--- src/rtl/tinyml_cmd_dispatcher_if.sv ---
// Custom-instruction command/response channel. The master issues commands and accepts responses;
// the slave executes commands and returns responses.
interface tinyml_cmd_dispatcher_if;
  logic        cmd_valid;
  logic        cmd_ready;
  logic [9:0]  cmd_function_id;
  logic [31:0] cmd_inputs_0;
  logic [31:0] cmd_inputs_1;
  logic        rsp_valid;
  logic        rsp_ready;
  logic [31:0] rsp_outputs_0;

  modport master (
    output cmd_valid, cmd_function_id, cmd_inputs_0, cmd_inputs_1, rsp_ready,
    input  cmd_ready, rsp_valid, rsp_outputs_0
  );

  modport slave (
    input  cmd_valid, cmd_function_id, cmd_inputs_0, cmd_inputs_1, rsp_ready,
    output cmd_ready, rsp_valid, rsp_outputs_0
  );
endinterface

--- src/rtl/tinyml_cmd_dispatcher.sv ---
// Shares one CPU custom-instruction channel between the tinyML accelerator (fid[9]=0) and the
// user unit (fid[9]=1). Responses return strictly in command order through a registered stage.
module tinyml_cmd_dispatcher #(
  parameter int MAX_OUTSTANDING = 4,
  localparam int CW = $clog2(MAX_OUTSTANDING) + 1
) (
  input  logic                  clk,
  input  logic                  reset,
  tinyml_cmd_dispatcher_if.slave  cpu,
  tinyml_cmd_dispatcher_if.master accel,
  tinyml_cmd_dispatcher_if.master user,
  output logic [CW-1:0]         outstanding,
  output logic                  busy
);

  localparam int PW = $clog2(MAX_OUTSTANDING);
  localparam logic [CW-1:0] FULL_CNT = CW'(MAX_OUTSTANDING);

  logic [MAX_OUTSTANDING-1:0] tag_q;
  logic [PW-1:0]              wr_ptr_q;
  logic [PW-1:0]              rd_ptr_q;
  logic [CW-1:0]              count_q;
  logic                       rsp_valid_q;
  logic [31:0]                rsp_data_q;

  logic sel;
  logic full;
  logic empty;
  logic head;
  logic stage_free;
  logic accept;
  logic load;

  assign sel        = cpu.cmd_function_id[9];
  assign full       = (count_q == FULL_CNT);
  assign empty      = (count_q == '0);
  assign head       = tag_q[rd_ptr_q];
  assign stage_free = !rsp_valid_q || cpu.rsp_ready;

  // Operands fan out to both units; only the valids are steered.
  assign accel.cmd_function_id = cpu.cmd_function_id;
  assign accel.cmd_inputs_0    = cpu.cmd_inputs_0;
  assign accel.cmd_inputs_1    = cpu.cmd_inputs_1;
  assign user.cmd_function_id  = cpu.cmd_function_id;
  assign user.cmd_inputs_0     = cpu.cmd_inputs_0;
  assign user.cmd_inputs_1     = cpu.cmd_inputs_1;

  assign accel.cmd_valid = cpu.cmd_valid && !sel && !full;
  assign user.cmd_valid  = cpu.cmd_valid && sel && !full;
  // Full blocks acceptance even when a pop happens this cycle: no rsp-to-cmd_ready path.
  assign cpu.cmd_ready   = !full && (sel ? user.cmd_ready : accel.cmd_ready);
  assign accept          = cpu.cmd_valid && cpu.cmd_ready;

  assign accel.rsp_ready = !empty && !head && stage_free;
  assign user.rsp_ready  = !empty && head && stage_free;
  assign load            = (accel.rsp_valid && accel.rsp_ready) ||
                           (user.rsp_valid && user.rsp_ready);

  assign cpu.rsp_valid     = rsp_valid_q;
  assign cpu.rsp_outputs_0 = rsp_data_q;
  assign outstanding       = count_q;
  assign busy              = (count_q != '0) || rsp_valid_q;

  always_ff @(posedge clk) begin
    if (reset) begin
      tag_q       <= '0;
      wr_ptr_q    <= '0;
      rd_ptr_q    <= '0;
      count_q     <= '0;
      rsp_valid_q <= 1'b0;
      rsp_data_q  <= '0;
    end else begin
      if (accept) begin
        tag_q[wr_ptr_q] <= sel;
        wr_ptr_q        <= wr_ptr_q + PW'(1);
      end
      if (load) begin
        rd_ptr_q <= rd_ptr_q + PW'(1);
      end
      case ({accept, load})
        2'b10:   count_q <= count_q + CW'(1);
        2'b01:   count_q <= count_q - CW'(1);
        default: count_q <= count_q;
      endcase
      if (load) begin
        rsp_valid_q <= 1'b1;
        rsp_data_q  <= head ? user.rsp_outputs_0 : accel.rsp_outputs_0;
      end else if (stage_free) begin
        rsp_valid_q <= 1'b0;
      end
    end
  end

endmodule

--- src/flat_wrapper.sv ---
// flat-port wrapper written by rule: the top's interface ports become plain ports
module tinyml_cmd_dispatcher_flat 
#(
  parameter int MAX_OUTSTANDING = 4,
  localparam int CW = $clog2(MAX_OUTSTANDING) + 1
)
  (clk, reset, outstanding, busy, cpu_cmd_valid, cpu_cmd_function_id, cpu_cmd_inputs_0, cpu_cmd_inputs_1, cpu_rsp_ready, cpu_cmd_ready, cpu_rsp_valid, cpu_rsp_outputs_0, accel_cmd_valid, accel_cmd_function_id, accel_cmd_inputs_0, accel_cmd_inputs_1, accel_rsp_ready, accel_cmd_ready, accel_rsp_valid, accel_rsp_outputs_0, user_cmd_valid, user_cmd_function_id, user_cmd_inputs_0, user_cmd_inputs_1, user_rsp_ready, user_cmd_ready, user_rsp_valid, user_rsp_outputs_0);
  tinyml_cmd_dispatcher_if cpu_i ();
  tinyml_cmd_dispatcher_if accel_i ();
  tinyml_cmd_dispatcher_if user_i ();
  input  logic clk;
  input  logic reset;
  output logic [CW-1:0] outstanding;
  output logic busy;
  input wire logic [$bits(cpu_i.cmd_valid)-1:0] cpu_cmd_valid;
  input wire logic [$bits(cpu_i.cmd_function_id)-1:0] cpu_cmd_function_id;
  input wire logic [$bits(cpu_i.cmd_inputs_0)-1:0] cpu_cmd_inputs_0;
  input wire logic [$bits(cpu_i.cmd_inputs_1)-1:0] cpu_cmd_inputs_1;
  input wire logic [$bits(cpu_i.rsp_ready)-1:0] cpu_rsp_ready;
  output wire logic [$bits(cpu_i.cmd_ready)-1:0] cpu_cmd_ready;
  output wire logic [$bits(cpu_i.rsp_valid)-1:0] cpu_rsp_valid;
  output wire logic [$bits(cpu_i.rsp_outputs_0)-1:0] cpu_rsp_outputs_0;
  output wire logic [$bits(accel_i.cmd_valid)-1:0] accel_cmd_valid;
  output wire logic [$bits(accel_i.cmd_function_id)-1:0] accel_cmd_function_id;
  output wire logic [$bits(accel_i.cmd_inputs_0)-1:0] accel_cmd_inputs_0;
  output wire logic [$bits(accel_i.cmd_inputs_1)-1:0] accel_cmd_inputs_1;
  output wire logic [$bits(accel_i.rsp_ready)-1:0] accel_rsp_ready;
  input wire logic [$bits(accel_i.cmd_ready)-1:0] accel_cmd_ready;
  input wire logic [$bits(accel_i.rsp_valid)-1:0] accel_rsp_valid;
  input wire logic [$bits(accel_i.rsp_outputs_0)-1:0] accel_rsp_outputs_0;
  output wire logic [$bits(user_i.cmd_valid)-1:0] user_cmd_valid;
  output wire logic [$bits(user_i.cmd_function_id)-1:0] user_cmd_function_id;
  output wire logic [$bits(user_i.cmd_inputs_0)-1:0] user_cmd_inputs_0;
  output wire logic [$bits(user_i.cmd_inputs_1)-1:0] user_cmd_inputs_1;
  output wire logic [$bits(user_i.rsp_ready)-1:0] user_rsp_ready;
  input wire logic [$bits(user_i.cmd_ready)-1:0] user_cmd_ready;
  input wire logic [$bits(user_i.rsp_valid)-1:0] user_rsp_valid;
  input wire logic [$bits(user_i.rsp_outputs_0)-1:0] user_rsp_outputs_0;
  assign cpu_i.cmd_valid = cpu_cmd_valid;
  assign cpu_i.cmd_function_id = cpu_cmd_function_id;
  assign cpu_i.cmd_inputs_0 = cpu_cmd_inputs_0;
  assign cpu_i.cmd_inputs_1 = cpu_cmd_inputs_1;
  assign cpu_i.rsp_ready = cpu_rsp_ready;
  assign cpu_cmd_ready = cpu_i.cmd_ready;
  assign cpu_rsp_valid = cpu_i.rsp_valid;
  assign cpu_rsp_outputs_0 = cpu_i.rsp_outputs_0;
  assign accel_cmd_valid = accel_i.cmd_valid;
  assign accel_cmd_function_id = accel_i.cmd_function_id;
  assign accel_cmd_inputs_0 = accel_i.cmd_inputs_0;
  assign accel_cmd_inputs_1 = accel_i.cmd_inputs_1;
  assign accel_rsp_ready = accel_i.rsp_ready;
  assign accel_i.cmd_ready = accel_cmd_ready;
  assign accel_i.rsp_valid = accel_rsp_valid;
  assign accel_i.rsp_outputs_0 = accel_rsp_outputs_0;
  assign user_cmd_valid = user_i.cmd_valid;
  assign user_cmd_function_id = user_i.cmd_function_id;
  assign user_cmd_inputs_0 = user_i.cmd_inputs_0;
  assign user_cmd_inputs_1 = user_i.cmd_inputs_1;
  assign user_rsp_ready = user_i.rsp_ready;
  assign user_i.cmd_ready = user_cmd_ready;
  assign user_i.rsp_valid = user_rsp_valid;
  assign user_i.rsp_outputs_0 = user_rsp_outputs_0;
  tinyml_cmd_dispatcher #(.MAX_OUTSTANDING(MAX_OUTSTANDING)) u_core (.clk(clk), .reset(reset), .cpu(cpu_i), .accel(accel_i), .user(user_i), .outstanding(outstanding), .busy(busy));
endmodule
--- config.mk ---
export PLATFORM = sky130hd
export DESIGN_NAME = tinyml_cmd_dispatcher_flat
export DESIGN_NICKNAME = d
export VERILOG_FILES = /design/src/rtl/tinyml_cmd_dispatcher_if.sv /design/src/rtl/tinyml_cmd_dispatcher.sv /design/src/flat_wrapper.sv
export SDC_FILE = /design/constraint.sdc
export NUM_CORES = 1
export LEC_CHECK = 0
export ABC_CLOCK_PERIOD_IN_PS = 2400
export BUFFER_PORTS_ARGS = -buffer_cell sky130_fd_sc_hd__buf_2
export CORE_AREA = 3 3 131 133
export CTS_CLUSTER_DIAMETER = 150
export CTS_CLUSTER_SIZE = 10
export DETAILED_ROUTE_END_ITERATION = 10
export DIE_AREA = 0 0 134 136
export GPL_TIMING_DRIVEN = 0
export MAX_ROUTING_LAYER = met4
export SYNTH_ARGS = -nofsm -noshare
export SYNTH_HDL_FRONTEND = slang
export SYNTH_SLANG_ARGS = --single-unit
--- constraint.sdc ---
create_clock -name clk -period 2.4 [get_ports clk]
set_input_delay 0.48 -clock clk [delete_from_list [all_inputs] [get_ports clk]]
set_output_delay 0.48 -clock clk [all_outputs]
set_load 0.005 [all_outputs]
==> results of run 1 <==
power by group:
group          leakage (nW)  internal, W  total [W]  switching [W]
clock network        0.0667     0.000379   0.000662       0.000283
logic                  2.87     0.000950    0.00183       0.000877
registers             0.361     0.000983    0.00114       0.000159
total                  3.30      0.00231    0.00363        0.00132
Yosys cell counts, types with 3 or more instances:
master      n  area share (%)
a21oi_1     4            0.56
and2_1      3            0.52
and3b_1    32             7.8
buf_2       3            0.42
buf_4     148              31
buf_6       5             1.6
clkbuf_1   16             1.7
dfxtp_1    44              24
ha_1        5             1.7
inv_1       7            0.73
mux2i_1     9             2.5
nand4_1     4            0.69
nor2_1     11             1.1
nor3b_1    32             6.7
o211a_1    32             8.9
o21ai_0    23             3.2
o21ai_1    11             1.5
kinds of logic (layout without fill, tap and decap cells):
logic type | Yosys count | count (layout)
multiplexers | 12 | 12
buffers and inverters | 179 | 456
flip-flops | 44 | 44
XOR/XNOR | 3 | 3
AND/OR/NAND/NOR | 93 | 93
AO/OA/AOI/OAI | 73 | 73
adder cells (fa/ha/maj) | 6 | 6
worst reg2reg max path, delay by kind of cell, from the launching register on:
kind,cells,cell delay [ps]
fa+ha+maj,2,480
xor+xnor,1,150
simple gates,2,490
compound gates,1,140
buf+inv,1,30
mux,2,780
flops,1,350
how the worst max path moves through the flow:
stage | endpoint | slack, ps | cells after the start
2_1_floorplan | u_core.outstanding[2] | -150 | 10
3_3_place_gp | u_core.outstanding[2] | -400 | 10
3_5_place_dp | u_core.outstanding[2] | -400 | 10
4_1_cts | u_core.outstanding[2] | -70 | 10
5_1_grt | u_core.outstanding[2] | -210 | 9
6_report | u_core.outstanding[2] | -100 | 9
sequential cells by signal, summed over array words and instances, names as in the netlist:
signal                    count
u_core.cpu.rsp_outputs_0     32
u_core.tag_q                  4
u_core.outstanding            3
u_core.rd_ptr_q               2
u_core.wr_ptr_q               2
u_core.cpu.rsp_valid          1
timing repair:
item | CTS | global route
pin swaps | 1 | 3
setup buffers | 3 | 7
endpoints found under the setup margin | 2 | 4
gates resized for setup | 6 | 6
hold buffers | 0 | 0
metrics by stage:
step | setup TNS, ps | hold slack (ps) | instance area [um^2]
after detailed placement | -657 | 480 | 5200
final | -183 | 424 | 5430
after global routing | -452 | 424 | 5430
after floorplan | -161 | 480 | 3620
after CTS | -67.0 | 422 | 5380
after global placement | -672 | 475 | 5200
metal layers:
layer  vias up  wire, um  GRT usage (%)
met5         -         0              -
met4         0        95           2.17
met3         8      1170           2.85
met2       202      7140           26.0
met1      1634      5160           15.2
li1       1821         -              -
cell type report:
type                    count  area [um^2]  share of cell area [%]
well taps                 216          270                    4.98
repair buffers            272         1390                    25.7
clock inverters             1         5.00                  0.0921
multi-input cells         187         1490                    27.4
inverters                   7         26.3                   0.484
plain buffers             170         1230                    22.7
flip-flops and latches     44          883                    16.3
clock buffers               6          129                    2.37
layout by cell type (no fill, tap or decap), types with 2 or more instances in the layout:
master	Yosys	final
or4_1	2	2
and3b_1	32	32
o21ai_0	23	23
dfxtp_2	0	2
buf_2	3	264
a21oi_1	4	4
nor3b_1	32	32
mux2_2	2	2
o211a_1	32	32
xor2_1	2	2
clkbuf_16	0	5
and2_1	3	3
o21ai_1	11	11
clkbuf_1	16	17
inv_1	7	6
nor3_1	2	2
o31ai_1	2	2
dfxtp_1	44	42
mux2i_1	9	8
nand4_1	4	4
buf_6	5	5
ha_1	5	4
buf_4	148	156
nor2_1	11	11
==> impl_metrics.env, run 1 <==
export IMPL_wire_per_inst_um=15.0
export IMPL_synth_top_family_by_area="buffers and inverters"
export IMPL_synthesis_nets=562
export IMPL_final_layout_size_suffix_gt1_share_pct=64.6
export IMPL_power_w=0.00363
export IMPL_dr_pass1_iters=4
export IMPL_postLayoutCoreUtil_pct=34.1
export IMPL_cp_top_family="multiplexers"
export IMPL_cts_buffer_depth=2
export IMPL_routed_via_count=3665
export IMPL_synth_flop_cell="dfxtp_1"
export IMPL_finalSetupViolCount=3
export IMPL_drt_iter0_markers=59
export IMPL_status="finished with violations"
export IMPL_die_y_um=136
export IMPL_placementRows=46
export IMPL_power_leakage_nw=3.30
export IMPL_avgViaCountPerCell=4.06
export IMPL_r2r_end="u_core.outstanding[2]"
export IMPL_synth_simple_area_share_pct=18.7
export IMPL_path_class="flop to flop"
export IMPL_reg2regPathDepth=9
export IMPL_syn_area_per_cell_um2=8.78
export IMPL_synth_xor_area_share_pct=0.730
export IMPL_max_freq_mhz=400
export IMPL_hpwlAfterDp_mm=11.3
export IMPL_antenna_found_initial=0
export IMPL_async_flop_share_pct=0
export IMPL_synth_fa_ha_area_share_pct=2.29
export IMPL_fin_nets=839
export IMPL_max_stage_delay_ps=560
export IMPL_cts_buffers=5
export IMPL_synthToLayoutAreaGrowth_pct=50.8
export IMPL_cp_data_required_time_ps=2600
export IMPL_whs_path_depth=2
export IMPL_violations="setup timing"
export IMPL_initial_core_util_pct=22.6
export IMPL_slew_violations=0
export IMPL_worst_slew_pin_slew_ps=894
export IMPL_rr_startpoint="u_core.rd_ptr_q[0]"
export IMPL_place_inst=888
export IMPL_wl_mm=13.6
export IMPL_slew_headroom_pct=39.9
export IMPL_clockRootBuffer="clkbuf_16"
export IMPL_setup_ws_ps=-98.4
export IMPL_diodes=0
export IMPL_htreeDepth=2
export IMPL_synth_edf_count=0
export IMPL_min_path_type="primary input to flop"
export IMPL_slowest_stage="mux4_2"
export IMPL_cts_num_sinks=44
export IMPL_yosysUniqueCellTypes=33
export IMPL_port_buffers=262
export IMPL_cp_num_buf_inv=1
export IMPL_hold_end="u_core.rd_ptr_q[0]"
export IMPL_synth_seq_area_share_pct=24.5
export IMPL_pre_cts_ws_ps=-400
export IMPL_cp_max_fo=3
export IMPL_worstHoldStart="reset"
export IMPL_dieWidth_um=134
export IMPL_postRouteAntennaNets=0
export IMPL_synth_warnings=0
export IMPL_synthCells=410
export IMPL_clk_pin_slew_ps=60
export IMPL_grt_pass1_vias=3482
export IMPL_power_per_cell_area_nw_per_um2=669
export IMPL_crit_arrival_ps=2700
export IMPL_synth_compound_area_share_pct=14.8
export IMPL_clk_latency_ps=280
export IMPL_crit_path_end_kind="flop"
export IMPL_ys_ff_latch=44
export IMPL_routabilityCongestion=0.744
export IMPL_min_period_ps=2500
export IMPL_io_pins=336
export IMPL_drv_cap=0
export IMPL_grt_pass1_wl_mm=19.4
export IMPL_hold_viol=0
export IMPL_rsz0062_at_grt="yes"
export IMPL_fill_cells=1732
export IMPL_critPathLaunch="u_core.rd_ptr_q[0]"
export IMPL_start_kind="flop"
export IMPL_muxShareOfSynthArea_pct=3.75
export IMPL_syn_cell_area_um2=3600
export IMPL_core_area_um2=15900
export IMPL_grt_max_degree=13
export IMPL_dieArea_um2=18200
export IMPL_instances_no_fill=903
export IMPL_fin_crit_sh_pct=104
export IMPL_peakVddDrop_mv=0.298
export IMPL_grt_overflow=0
export IMPL_grt_use_total_pct=13.8
export IMPL_remaining_drc_errors=0
export IMPL_r2r_slack_ps=-100
export IMPL_cts_tree="done"
export IMPL_skew_ps=9.36
export IMPL_crit_chain="mux4_2 -> mux2i_4 -> nor2_4 -> ha_4 -> inv_2 -> fa_2 -> xor2_1 -> or3_1 -> a21oi_1"
No activity file was read; power rests on OpenSTA's default activity.
==> run 2, diff against run 1 <==
CORE_AREA = 3 3 129 131   (was 3 3 131 133)
CTS_BUF_LIST = sky130_fd_sc_hd__clkbuf_4   (was not set)
DIE_AREA = 0 0 132 134   (was 0 0 134 136)
PLACE_DENSITY = 0.54   (was not set)
==> impl_metrics.env, run 2 (same netlist as run 1, synthesis figures left out) <==
export IMPL_cts_buffer_depth=2
export IMPL_initial_core_util_pct=22.9
export IMPL_peakVddDrop_mv=0.271
export IMPL_final_layout_size_suffix_gt1_share_pct=64.5
export IMPL_clockRootBuffer="clkbuf_4"
export IMPL_crit_path_end_kind="flop"
export IMPL_wl_mm=12.8
export IMPL_cp_data_required_time_ps=2710
export IMPL_grt_use_met3_pct=3.38
export IMPL_routabilityCongestion=0.710
export IMPL_dr_pass1_iters=4
export IMPL_worst_hold_slack_ps=286
export IMPL_use_met1_pct=15.2
export IMPL_synthToLayoutAreaGrowth_pct=47.0
export IMPL_wire_per_inst_um=14.3
export IMPL_max_freq_mhz=400
export IMPL_skew_ps=11.9
export IMPL_clk_pin_slew_ps=140
export IMPL_drt_iter0_markers=72
export IMPL_placementRows=46
export IMPL_place_inst=888
export IMPL_finalSetupViolCount=1
export IMPL_cts_buffers=5
export IMPL_crit_arrival_ps=2810
export IMPL_violations="setup timing"
export IMPL_reg2regPathDepth=10
export IMPL_min_period_ps=2500
export IMPL_grt_max_degree=20
export IMPL_final_cell_mix="buf_2 (264), buf_4 (152), dfxtp_1 (43)"
export IMPL_grt_pass1_vias=3381
export IMPL_dieWidth_um=132
export IMPL_routed_via_count=3563
export IMPL_port_buffers=262
export IMPL_io_pins=336
export IMPL_worst_slew_pin_slew_ps=835
export IMPL_grtUsageMet2_pct=25.5
export IMPL_hold_viol=0
export IMPL_slowest_stage="mux4_2"
export IMPL_hpwlAfterDp_mm=10.7
export IMPL_min_path_type="primary input to flop"
export IMPL_slew_headroom_pct=43.8
export IMPL_core_area_um2=15700
export IMPL_drv_cap=0
export IMPL_instances_no_fill=899
export IMPL_antenna_found_initial=1
export IMPL_grt_use_total_pct=13.8
export IMPL_fin_nets=833
export IMPL_power_per_cell_area_nw_per_um2=625
export IMPL_max_stage_delay_ps=550
export IMPL_htreeDepth=2
export IMPL_largest_reg_flops=32
export IMPL_cp_max_fo=2
export IMPL_mostFrequentLayoutCell="buf_2"
export IMPL_dieArea_um2=17700
export IMPL_crit_chain="mux4_2 -> mux2i_2 -> nor2_4 -> buf_8 -> ha_4 -> inv_2 -> fa_2 -> xor2_1 -> or3_1 -> a21oi_2"
export IMPL_status="finished with violations"
export IMPL_postLayoutCoreUtil_pct=33.7
export IMPL_cp_num_buf_inv=2
export IMPL_grt_overflow=0
export IMPL_rsz0062_at_grt="yes"
export IMPL_grt_pass1_wl_mm=18.9
export IMPL_cts_num_sinks=44
export IMPL_die_y_um=134
export IMPL_fin_crit_sh_pct=104
export IMPL_postRouteAntennaNets=0
export IMPL_clk_latency_ps=370
export IMPL_whs_path_depth=2
export IMPL_power_leakage_nw=3.23
export IMPL_remaining_drc_errors=0
export IMPL_start_kind="flop"
export IMPL_crit_cells=10
export IMPL_fill_cells=1718
export IMPL_slew_violations=0
export IMPL_busiest_layer="met2"
export IMPL_cts_tree="done"
export IMPL_setup_ws_ps=-100
export IMPL_avgViaCountPerCell=3.96
export IMPL_path_class="flop to flop"
export IMPL_cp_top_family="multiplexers"
run 2: cell types whose count changed in the layout (fill, tap and decap cells not counted), sizes merged:
cell    before  now
buf        426  420
clkbuf      22   23
diode        0    1
run 2: cell type report:
type	instances	area, um^2	share of cell area [%]
multi-input cells	187	1480	28.0
repair buffers	266	1340	25.3
plain buffers	170	1230	23.3
flip-flops and latches	44	882	16.7
well taps	216	270	5.11
clock buffers	7	52.6	0.993
inverters	7	26.3	0.496
clock inverters	1	3.75	0.0709
diodes	1	2.50	0.0473
run 2: path summary, 6_finish.rpt:
kind                          startpoint                          end  slack, ps
max                   u_core.rd_ptr_q[0]        u_core.outstanding[2]       -100
min                                reset           u_core.rd_ptr_q[0]        290
max reg2reg           u_core.rd_ptr_q[0]        u_core.outstanding[2]       -100
min reg2reg  u_core.cpu.rsp_outputs_0[6]  u_core.cpu.rsp_outputs_0[6]        510
run 2: worst register-to-register path: cells and delay by family, from the launching register on:
| kind | cells | cell delay [ps] |
|---|---|---|
| compound gates | 1 | 120 |
| xor+xnor | 1 | 150 |
| fa+ha+maj | 2 | 460 |
| buf+inv | 2 | 160 |
| flops | 1 | 360 |
| mux | 2 | 750 |
| simple gates | 2 | 440 |
run 2: layer usage:
layer	vias up	wire length, um
li1	1805	-
met1	1574	4820
met2	178	6820
met3	6	1090
met4	0	88
met5	-	0
run 2: power by group:
group,internal [W],leakage (nW),switching [W],total [W]
sequential,0.000980,0.360,0.000152,0.00113
combinational,0.000928,2.84,0.000855,0.00178
clock,0.000136,0.0338,0.000258,0.000394
run 2: per-stage QoR:
step / setup TNS [ps] / total power, W / area, um^2 / worst slack [ps]
5_1_grt: -379 / 0.00361 / 5290 / -199
6_report: -100 / 0.00331 / 5290 / -100
3_5_place_dp: -761 / 0.00293 / 5200 / -451
3_3_place_gp: -700 / 0.00291 / 5200 / -417
4_1_cts: -130 / 0.00339 / 5290 / -130
2_1_floorplan: -161 / 0.00214 / 3620 / -147
run 2: timing repair:
item,in CTS,in global routing
setup endpoints to repair,4,5
pin swaps,1,0
resized for setup,4,3
setup buffers,3,1
hold buffers,0,0
==> run 3, diff against run 2 <==
ABC_CLOCK_PERIOD_IN_PS = 3150   (was 2400)
CORE_AREA = 3 3 130 132   (was 3 3 129 131)
DIE_AREA = 0 0 133 135   (was 0 0 132 134)
PLACE_DENSITY = 0.52   (was 0.54)
clock period = 3.15 ns   (was 2.4 ns; I/O delays follow)
==> impl_metrics.env, run 3 (same netlist as run 1, synthesis figures left out) <==
export IMPL_status="complete, no violations"
export IMPL_rsz0062_at_grt="no"
export IMPL_ctsResizeCount=0
export IMPL_htreeDepth=2
export IMPL_cp_max_fo=10
export IMPL_cts_num_sinks=44
export IMPL_postCtsSetupBuffers=0
export IMPL_drv_cap=0
export IMPL_cts_buffer_depth=2
export IMPL_fin_nets=831
export IMPL_synthToLayoutAreaGrowth_pct=45.6
export IMPL_antenna_found_initial=2
export IMPL_hold_viol=0
export IMPL_clk_pin_slew_ps=130
export IMPL_mostFrequentLayoutCell="buf_2"
export IMPL_dr_pass1_iters=4
export IMPL_r2r_slack_ps=210
export IMPL_placementRows=46
export IMPL_grt_pass1_wl_mm=19.2
export IMPL_die_y_um=135
export IMPL_cts_tree="done"
export IMPL_remaining_drc_errors=0
export IMPL_start_kind="flop"
export IMPL_final_layout_size_suffix_gt1_share_pct=63.2
export IMPL_clockRootBuffer="clkbuf_4"
export IMPL_wl_mm=13.4
export IMPL_skew_ps=12.8
export IMPL_min_period_ps=2940
export IMPL_cts_hold_buffers_added=0
export IMPL_grt_overflow=0
export IMPL_fin_crit_sh_pct=93.3
export IMPL_cp_num_buf_inv=2
export IMPL_postRouteAntennaNets=0
export IMPL_tns_ps=0
export IMPL_max_freq_mhz=340
export IMPL_io_pins=336
export IMPL_drt_iter0_markers=78
export IMPL_dieArea_um2=18000
export IMPL_max_stage_delay_ps=580
export IMPL_grt_pass1_vias=3435
export IMPL_slew_violations=0
export IMPL_grt_use_total_pct=14.0
export IMPL_port_buffers=262
export IMPL_place_area_um2=5180
export IMPL_grt_max_degree=13
export IMPL_worst_slew_pin_slew_ps=811
export IMPL_core_area_um2=15800
export IMPL_avgViaCountPerCell=4.03
export IMPL_min_path_type="primary input to flop"
export IMPL_hpwlAfterDp_mm=11.3
export IMPL_path_class="flop to flop"
export IMPL_peakVddDrop_mv=0.199
export IMPL_cp_top_family="multiplexers"
export IMPL_slowest_stage="mux4_2"
export IMPL_power_leakage_nw=3.21
export IMPL_final_area_um2=5240
export IMPL_cp_data_required_time_ps=3450
export IMPL_crit_arrival_ps=3240
export IMPL_wire_per_inst_um=14.9
export IMPL_dieWidth_um=133
export IMPL_final_cell_mix="buf_2 (265), buf_4 (148), dfxtp_1 (44)"
export IMPL_power_per_cell_area_nw_per_um2=470
export IMPL_finalSetupViolCount=0
export IMPL_routabilityCongestion=0.714
export IMPL_cts_buffers=5
export IMPL_slew_headroom_pct=45.5
export IMPL_largest_reg_flops=32
export IMPL_routed_via_count=3623
export IMPL_crit_path_end_kind="flop"
export IMPL_crit_chain="mux4_2 -> mux2i_1 -> nor2_2 -> buf_6 -> ha_1 -> inv_1 -> fa_1 -> xor2_1 -> or3_1 -> a21oi_1"
export IMPL_initial_core_util_pct=22.8
export IMPL_clk_latency_ps=370
[run 3: changes by cell type in the layout (fill, tap and decap cells not counted), sizes merged]
cell / change
buf: -2
diode: +1
[run 3: through the flow]
stage / hold slack (ps) / utilization, % / instances / worst slack (ps) / total power, W
floorplan: 480 / - / 410 / 484 / 0.00162
global placement: 478 / 32.7 / 888 / 207 / 0.00222
detailed placement: 482 / 32.7 / 888 / 196 / 0.00222
CTS: 444 / 33.1 / 896 / 170 / 0.00253
global route: 445 / 33.1 / 898 / 93.3 / 0.00270
finish: 472 / 33.1 / 898 / 211 / 0.00246
[run 3: layer usage]
| metal | wire (um) | global-route usage (%) | vias up |
|---|---|---|---|
| li1 | - | - | 1805 |
| met1 | 5090 | 15.5 | 1631 |
| met2 | 7060 | 25.6 | 182 |
| met3 | 1160 | 3.73 | 5 |
| met4 | 82 | 2.25 | 0 |
| met5 | 0 | - | - |
[run 3: final cells by class]
type                            instances  area, um^2
Tap cell                              216         270
Fill cell                            1712       10600
Inverter                                7        26.3
Sequential cell                        44         881
Clock buffer                            7        52.6
Buffer                                172        1240
Antenna cell                            2        5.00
Multi-Input combinational cell        187        1450
Clock inverter                          1        3.75
Timing Repair Buffer                  262        1310
[run 3: report_power, final]
part / leakage [nW] / internal, W / total, W / switching [W]
registers: 0.360 / 0.000745 / 0.000860 / 0.000115
logic: 2.82 / 0.000663 / 0.00131 / 0.000649
clock network: 0.0338 / 0.000103 / 0.000293 / 0.000189
total: 3.21 / 0.00151 / 0.00246 / 0.000953
[run 3: final timing paths]
kind | cells after the start | endpoint | start
hold / removal | 2 | u_core.rd_ptr_q[0] | reset
hold reg to reg | 1 | u_core.cpu.rsp_outputs_0[2] | u_core.cpu.rsp_outputs_0[2]
setup reg to reg | 10 | u_core.outstanding[2] | u_core.rd_ptr_q[0]
setup / recovery | 10 | u_core.outstanding[2] | u_core.rd_ptr_q[0]
